===== config.mk =====
export PLATFORM = sky130hd
export DESIGN_NAME = vec_issue_ctrl
export DESIGN_NICKNAME = d
export VERILOG_FILES = /design/src/rtl/vec_issue_ctrl.sv
export SDC_FILE = /design/constraint.sdc
export NUM_CORES = 1
export LEC_CHECK = 0
export ABC_AREA = 1
export CAP_MARGIN = 15
export CORE_MARGIN = 2
export CORE_UTILIZATION = 29
export CTS_CLUSTER_DIAMETER = 150
export DETAILED_ROUTE_END_ITERATION = 10
export HOLD_SLACK_MARGIN = 0.12
export PLACE_DENSITY_LB_ADDON = 0.12
export SLEW_MARGIN = 40
export SYNTH_ARGS = -nofsm -noshare
export SYNTH_HDL_FRONTEND = slang
export SYNTH_SLANG_ARGS = --single-unit

===== constraint.sdc =====
create_clock -name clk -period 3 [get_ports clk]
set_input_delay 0.75 -clock clk [delete_from_list [all_inputs] [get_ports clk]]
set_output_delay 0.75 -clock clk [all_outputs]
set_load 0.02 [all_outputs]

===== src/rtl/vec_issue_ctrl.sv =====
// vec_issue_ctrl: instruction issue/sequencing controller for the vector/scalar datapath.
//   clk, rst          : clock, synchronous active-high reset
//   instr/instr_valid : instruction from fetch; instr_ready high only when idle
//   rf_raddr/rf_rdata : scalar RF read of the base register ir[8:6]
//   op_go, op_code, dst_addr, src1_addr, src2_addr, imm, v_we, s_we : execute controls
//   elem_idx, mem_req, mem_we, mem_addr, mem_gnt : 16-beat vector memory loop
//   busy, done        : busy when not idle; done pulses on each instruction's final cycle
module vec_issue_ctrl #(
    parameter int ADDR_W = 16,
    parameter int ELEMS  = 16
) (
    input  logic                      clk,
    input  logic                      rst,
    input  logic [15:0]               instr,
    input  logic                      instr_valid,
    output logic                      instr_ready,
    output logic [2:0]                rf_raddr,
    input  logic [ADDR_W-1:0]         rf_rdata,
    output logic                      op_go,
    output logic [3:0]                op_code,
    output logic [2:0]                dst_addr,
    output logic [2:0]                src1_addr,
    output logic [2:0]                src2_addr,
    output logic [7:0]                imm,
    output logic                      v_we,
    output logic                      s_we,
    output logic [$clog2(ELEMS)-1:0]  elem_idx,
    output logic                      mem_req,
    output logic                      mem_we,
    output logic [ADDR_W-1:0]         mem_addr,
    input  logic                      mem_gnt,
    output logic                      busy,
    output logic                      done
);
    localparam int EW = $clog2(ELEMS);
    localparam logic [3:0] OP_VADD = 4'h0;
    localparam logic [3:0] OP_VLD  = 4'h4;
    localparam logic [3:0] OP_VST  = 4'h5;
    localparam logic [3:0] OP_SLL  = 4'h6;
    localparam logic [3:0] OP_SLH  = 4'h7;

    typedef enum logic [1:0] {IDLE, ISSUE, MEM} state_t;

    state_t            state, state_n;
    logic [15:0]       ir, ir_n;
    logic [ADDR_W-1:0] addr, addr_n;
    logic [EW-1:0]     elem, elem_n;
    logic [3:0]        op;
    logic              is_vadd, is_shift, is_mem, last;

    assign op       = ir[15:12];
    assign is_vadd  = op == OP_VADD;
    assign is_shift = op == OP_SLL || op == OP_SLH;
    assign is_mem   = op == OP_VLD || op == OP_VST;
    assign last     = elem == EW'(ELEMS - 1);

    always_comb begin
        state_n = state;
        ir_n    = ir;
        addr_n  = addr;
        elem_n  = elem;
        op_go   = 1'b0;
        v_we    = 1'b0;
        s_we    = 1'b0;
        done    = 1'b0;
        case (state)
            IDLE: if (instr_valid) begin
                ir_n    = instr;
                state_n = ISSUE;
            end
            ISSUE: begin
                state_n = is_mem ? MEM : IDLE;
                op_go   = is_vadd || is_shift;
                v_we    = is_vadd;
                s_we    = is_shift;
                done    = !is_mem;
                if (is_mem) begin
                    addr_n = rf_rdata + ADDR_W'(ir[5:0]);
                    elem_n = '0;
                end
            end
            MEM: if (mem_gnt) begin
                v_we    = op == OP_VLD;
                addr_n  = addr + ADDR_W'(1);
                elem_n  = elem + EW'(1);
                done    = last;
                state_n = last ? IDLE : MEM;
            end
            default: state_n = IDLE;
        endcase
    end

    always_ff @(posedge clk) begin
        if (rst) begin
            state <= IDLE;
            ir    <= 16'hF000;
            addr  <= '0;
            elem  <= '0;
        end else begin
            state <= state_n;
            ir    <= ir_n;
            addr  <= addr_n;
            elem  <= elem_n;
        end
    end

    assign instr_ready = state == IDLE;
    assign busy        = !instr_ready;
    assign mem_req     = state == MEM;
    assign mem_we      = mem_req && op == OP_VST;
    assign mem_addr    = mem_req ? addr : '0;
    assign elem_idx    = mem_req ? elem : '0;
    assign rf_raddr    = ir[8:6];
    assign op_code     = op;
    assign dst_addr    = ir[11:9];
    assign src1_addr   = is_vadd ? ir[8:6] : is_shift ? ir[11:9] : 3'd0;
    assign src2_addr   = is_vadd ? ir[5:3] : 3'd0;
    assign imm         = is_shift ? ir[7:0] : 8'd0;
endmodule


== Word level (Yosys, flattened, before mapping) ==
Cells that the tools add are included.

* Bits in registers: 38
* Input port bits: 36
* Output and inout bits: 52
* Logic and storage cells: 52

* $add $sub $neg: 3
* Equality and inequality tests: 10
* Multiplexer cells: 23
* Reductions and logical operators: 12

{| class="wikitable"
|+ Operator list
! operator !! count
|-
| $mux 16 || 3
|-
| $pmux 16 s2 || 1
|-
| $add 16x1->16 const B || 1
|-
| $add 16x6->16 || 1
|-
| $eq 4x3->1 const B || 4
|-
| $mux 4 || 3
|-
| $mux 3 || 3
|-
| $mux 2 || 4
|-
| $mux 8 || 1
|-
| $pmux 4 s2 || 1
|-
| $pmux 2 s3 || 1
|-
| $add 4x1->4 const B || 1
|-
| $eq 4x4->1 const B || 1
|-
| $logic_not 4->1 || 1
|-
| $mux 1 || 4
|-
| $ne 2x2->1 const B || 2
|-
| $pmux 1 s2 || 2
|-
| $reduce_and 2->1 || 2
|-
| $logic_or 1x1->1 || 3
|-
| $reduce_and 3->1 || 1
|-
| $eq 2x1->1 const B || 1
|-
| $eq 2x2->1 const B || 1
|-
| $logic_not 1->1 || 2
|-
| $logic_not 2->1 || 1
|-
| other kinds (3) || 3
|}

== Depth between registers and ports, before layout ==
* Word-level depth: 4
* Depth in mapped cells: 11
* Depth with buffers taken out: 11

== Worst setup path before layout ==
No wires, ideal clock.

* Path kind: reg2out
* From: register state[0]
* To: output mem_we
* Data arrival time: 1.618 ns
* Required time: 2.250 ns
* Slack: 0.632 ns
* Cell stages (with the launch flop): 7
* Buffers on the path: 2
* Cell sequence: dfxtp_1 > inv_1 > ha_1 > buf_2 > buf_1 > nand2_1 > nor2_1

* Cells in the longest elaborated chain, start to end: 2

{| class="wikitable"
|+ RTL lines
! what !! line !! RTL
|-
| start: declaration || 44 || <nowiki>state_t state, state_n;</nowiki>
|-
| start signal: assignment || 100 || <nowiki>state <= state_n;</nowiki>
|-
| $eq 2x2->1 || 109 || <nowiki>assign mem_req = state == MEM;</nowiki>
|-
| named net mem_req || 28 || <nowiki>output logic mem_req,</nowiki>
|-
| $logic_and 1x1->1 || 110 || <nowiki>assign mem_we = mem_req && op == OP_VST;</nowiki>
|-
| end: declaration || 29 || <nowiki>output logic mem_we,</nowiki>
|}

The timed path passes the listed nets, and every way through them passes these cells.

== Final worst setup path ==
* From: input mem_gnt
* To: output done

* Cells in the longest elaborated chain, start to end: 2

{| class="wikitable"
|+ RTL lines
! what !! line !! RTL
|-
| start: declaration || 31 || <nowiki>input logic mem_gnt,</nowiki>
|-
| $mux 1 || 82 || <nowiki>MEM: if (mem_gnt) begin</nowiki>
|-
| $pmux 1 s2 || 66 || <nowiki>case (state)</nowiki>
|-
| end: declaration || 33 || <nowiki>output logic done</nowiki>
|}

No other way between the ends.

==> impl_metrics.ini <==
[run_status]
status = finished, final reports clean

[grt]
overflow = 0
grt_pass1_vias = 2975
antenna_found_initial = 0
grt_pass1_wl_um = 13860
grt_start_max_net_pins = 28
grtUsageTotal_pct = 15.06

[clock_network]
cts_tree = done
clock_sink_count = 38
worstSkewPairLatency_ns = 0.30
cts_buffer_depth = 2
htree_num_levels = 2
cts_root_buffer = clkbuf_8
clk_pin_slew_ns = 0.07
cts_buffers = 5

[synthesis]
yosys.area.top_type = dfxtp_1
synth.area.top_cells = dfxtp_1, nand2_1, inv_1
yosysSeqAreaShare_pct = 25.35
syn_inst = 486
yosys.area.top_type_share_pct = 25.35
async_reset_ff_share_pct = 0
synth_edf_count = 0
syn-num-nets = 535
yosysUniqueCellTypes = 43
ys_ff_latch = 38
ys_warn_count = 0
syn_area_mm2 = 0.003000
synth_area_per_cell_um2 = 6.174
ys.flop_type = dfxtp_1

[timing]
setup_tns_ns = 0
fmax_ghz = 0.3438
max_slew_margin_pct = 60.66
fin_skew_ns = 0.01081
tightest_slew_ns = 0.5851
setup_viol = 0
fin_crit_ns = 2.909
rsz0062_at_grt = false
hold_viol_final = 0
fin_crit_sh_pct = 96.96
setup_ws_ns = 0.09133
slew_viol_final = 0

[setup_path]
arrival_ns = 2.16
worstPathRequired_ns = 2.25
cp_max_fo = 2
endpoint_kind = output port
start_kind = input port
reg2reg_depth = 11
criticalPathCategory = in -> out

[cells_and_area]
final_common_cell = nand2_1
final_layout_size_suffix_gt1_share_pct = 7.487
nets = 609
num_antenna_cells = 0
syn_to_final_growth_pct = 34.15
final_cell_mix = nand2_1, clkdlybuf4s50_1, inv_1, nor2_1, dfxtp_1

[placed_design]
hpwl_um = 6563
place_worst_setup_slack_ns = 0.04564
place_congestion = 0.8016
port_buffers = 87

[route]
routed_wl_um = 8337
drc = 0
drtIter0Drc = 136
routedWlPerCell_um = 11.96
viasPerCell = 4.587
vias = 3197
postRouteAntennaNets = 0
drtPass1Iterations = 4

[flow_run]
maxCapViolCount = 0

[floorplanning]
std_cell_rows = 37
die_x_um = 105.7
core_mm2 = 0.01018
start_util_pct = 29.46
die_h_um = 105.7
io_pins = 88
dieArea_mm2 = 0.01118

[pwr]
powerDensity_mw_per_mm2 = 443.4
clkPwrFrac_pct = 21.6
seqPwrFrac_pct = 38.8
switching_share_pct = 40.55
total_leakage_power_nw = 1.848
p_int_mw = 1.061
vdd_drop_max_v = 0.0002170
p_switching_uw = 723.7
combinationalPowerShare_pct = 39.7

[worst_hold_path]
hold_path.class = reg -> reg
whs_path_depth = 2
## cells by family (layout without fill, tap and decap cells)
| logic type | after synthesis | in the layout | share of synthesized area (%) |
|---|---|---|---|
| and+or+nand+nor | 233 | 233 | 35.24 |
| buffers and inverters | 107 | 182 | 15.72 |
| AOI/OAI and AO/OA | 91 | 91 | 16.85 |
| DFF | 38 | 38 | 25.35 |
| adders and majority gates | 13 | 13 | 5.671 |
| xor gates and xnor gates | 4 | 4 | 1.168 |
## power by group through the flow
stage | registers (mW) | logic, mW | clock network [mW]
6_report | 0.692 | 0.708 | 0.385
5_1_grt | 0.707 | 0.796 | 0.417
4_1_cts | 0.693 | 0.717 | 0.396
3_5_place_dp | 0.703 | 0.713 | 0
3_3_place_gp | 0.702 | 0.711 | 0
2_1_floorplan | 0.671 | 0.519 | 0
## timing repair
action	CTS	global route
gates cloned	0	0
setup endpoints to repair	2	2
setup buffers	0	0
hold buffers	0	0
resized for setup	1	2
## critical path: stages
cell and delay (ns):
clkdlybuf4s50_1 0.47, nand2_1 0.05, inv_1 0.07, nand2_1 0.06
a21oi_1 0.14, clkdlybuf4s50_1 0.62
## Yosys cell counts, types with 3 or more instances
cell type / count
nand3b_1: 6
o21ai_1: 14
buf_2: 3
buf_4: 10
nand4_1: 8
inv_2: 4
inv_1: 77
buf_6: 3
ha_1: 12
nor2_2: 3
nand3_1: 32
nor2_4: 4
a21oi_1: 36
nand3_2: 3
o21ai_0: 26
nand2_2: 3
nor2_1: 55
clkbuf_1: 6
dfxtp_1: 38
nand2_1: 110
nor3_1: 3
## through the flow
step	total power, mW	util (%)	instances	hold slack [ns]	area, um^2
floorplan	1.190	-	486	0.4482	3000
global placement	1.413	38.49	689	0.4597	3920
detailed placement	1.416	38.49	689	0.4735	3920
CTS	1.806	39.47	697	0.4849	4020
global route	1.919	39.52	697	0.5145	4025
finish	1.785	39.52	697	0.4782	4025
## layout make-up
cell class	count	area [um^2]
flip-flops and latches	38	760.7
fillers	1142	6160
multi-input cells	341	1773
well taps	136	170.2
inverters	82	312.8
repair buffers	92	913.4
clock inverters	2	12.51
clock buffers	6	82.58
## per-layer routing
layer  GRT usage [%]  part of all wire, %  wire length (um)
met2           24.47                   45              3761
met4           2.820                 0.76                63
met3           3.958                  5.2               435
met1           20.21                   49              4076
met5               0                    0                 0
## flip-flops by register name, indices dropped and copies added (netlist names)
name and flops:
state 2, elem 4, addr 16, ir 16
## path summary, 6_finish.rpt
| kind | startpoint | slack (ns) | endpoint |
|---|---|---|---|
| worst max-delay path | mem_gnt | 0.09 | done |
| worst min-delay path | ir[2] | 0.48 | ir[2] |
| worst max register to register | state[0] | 0.70 | elem[3] |
| worst min register to register | ir[2] | 0.48 | ir[2] |
Power figures use the tool's default switching activity.
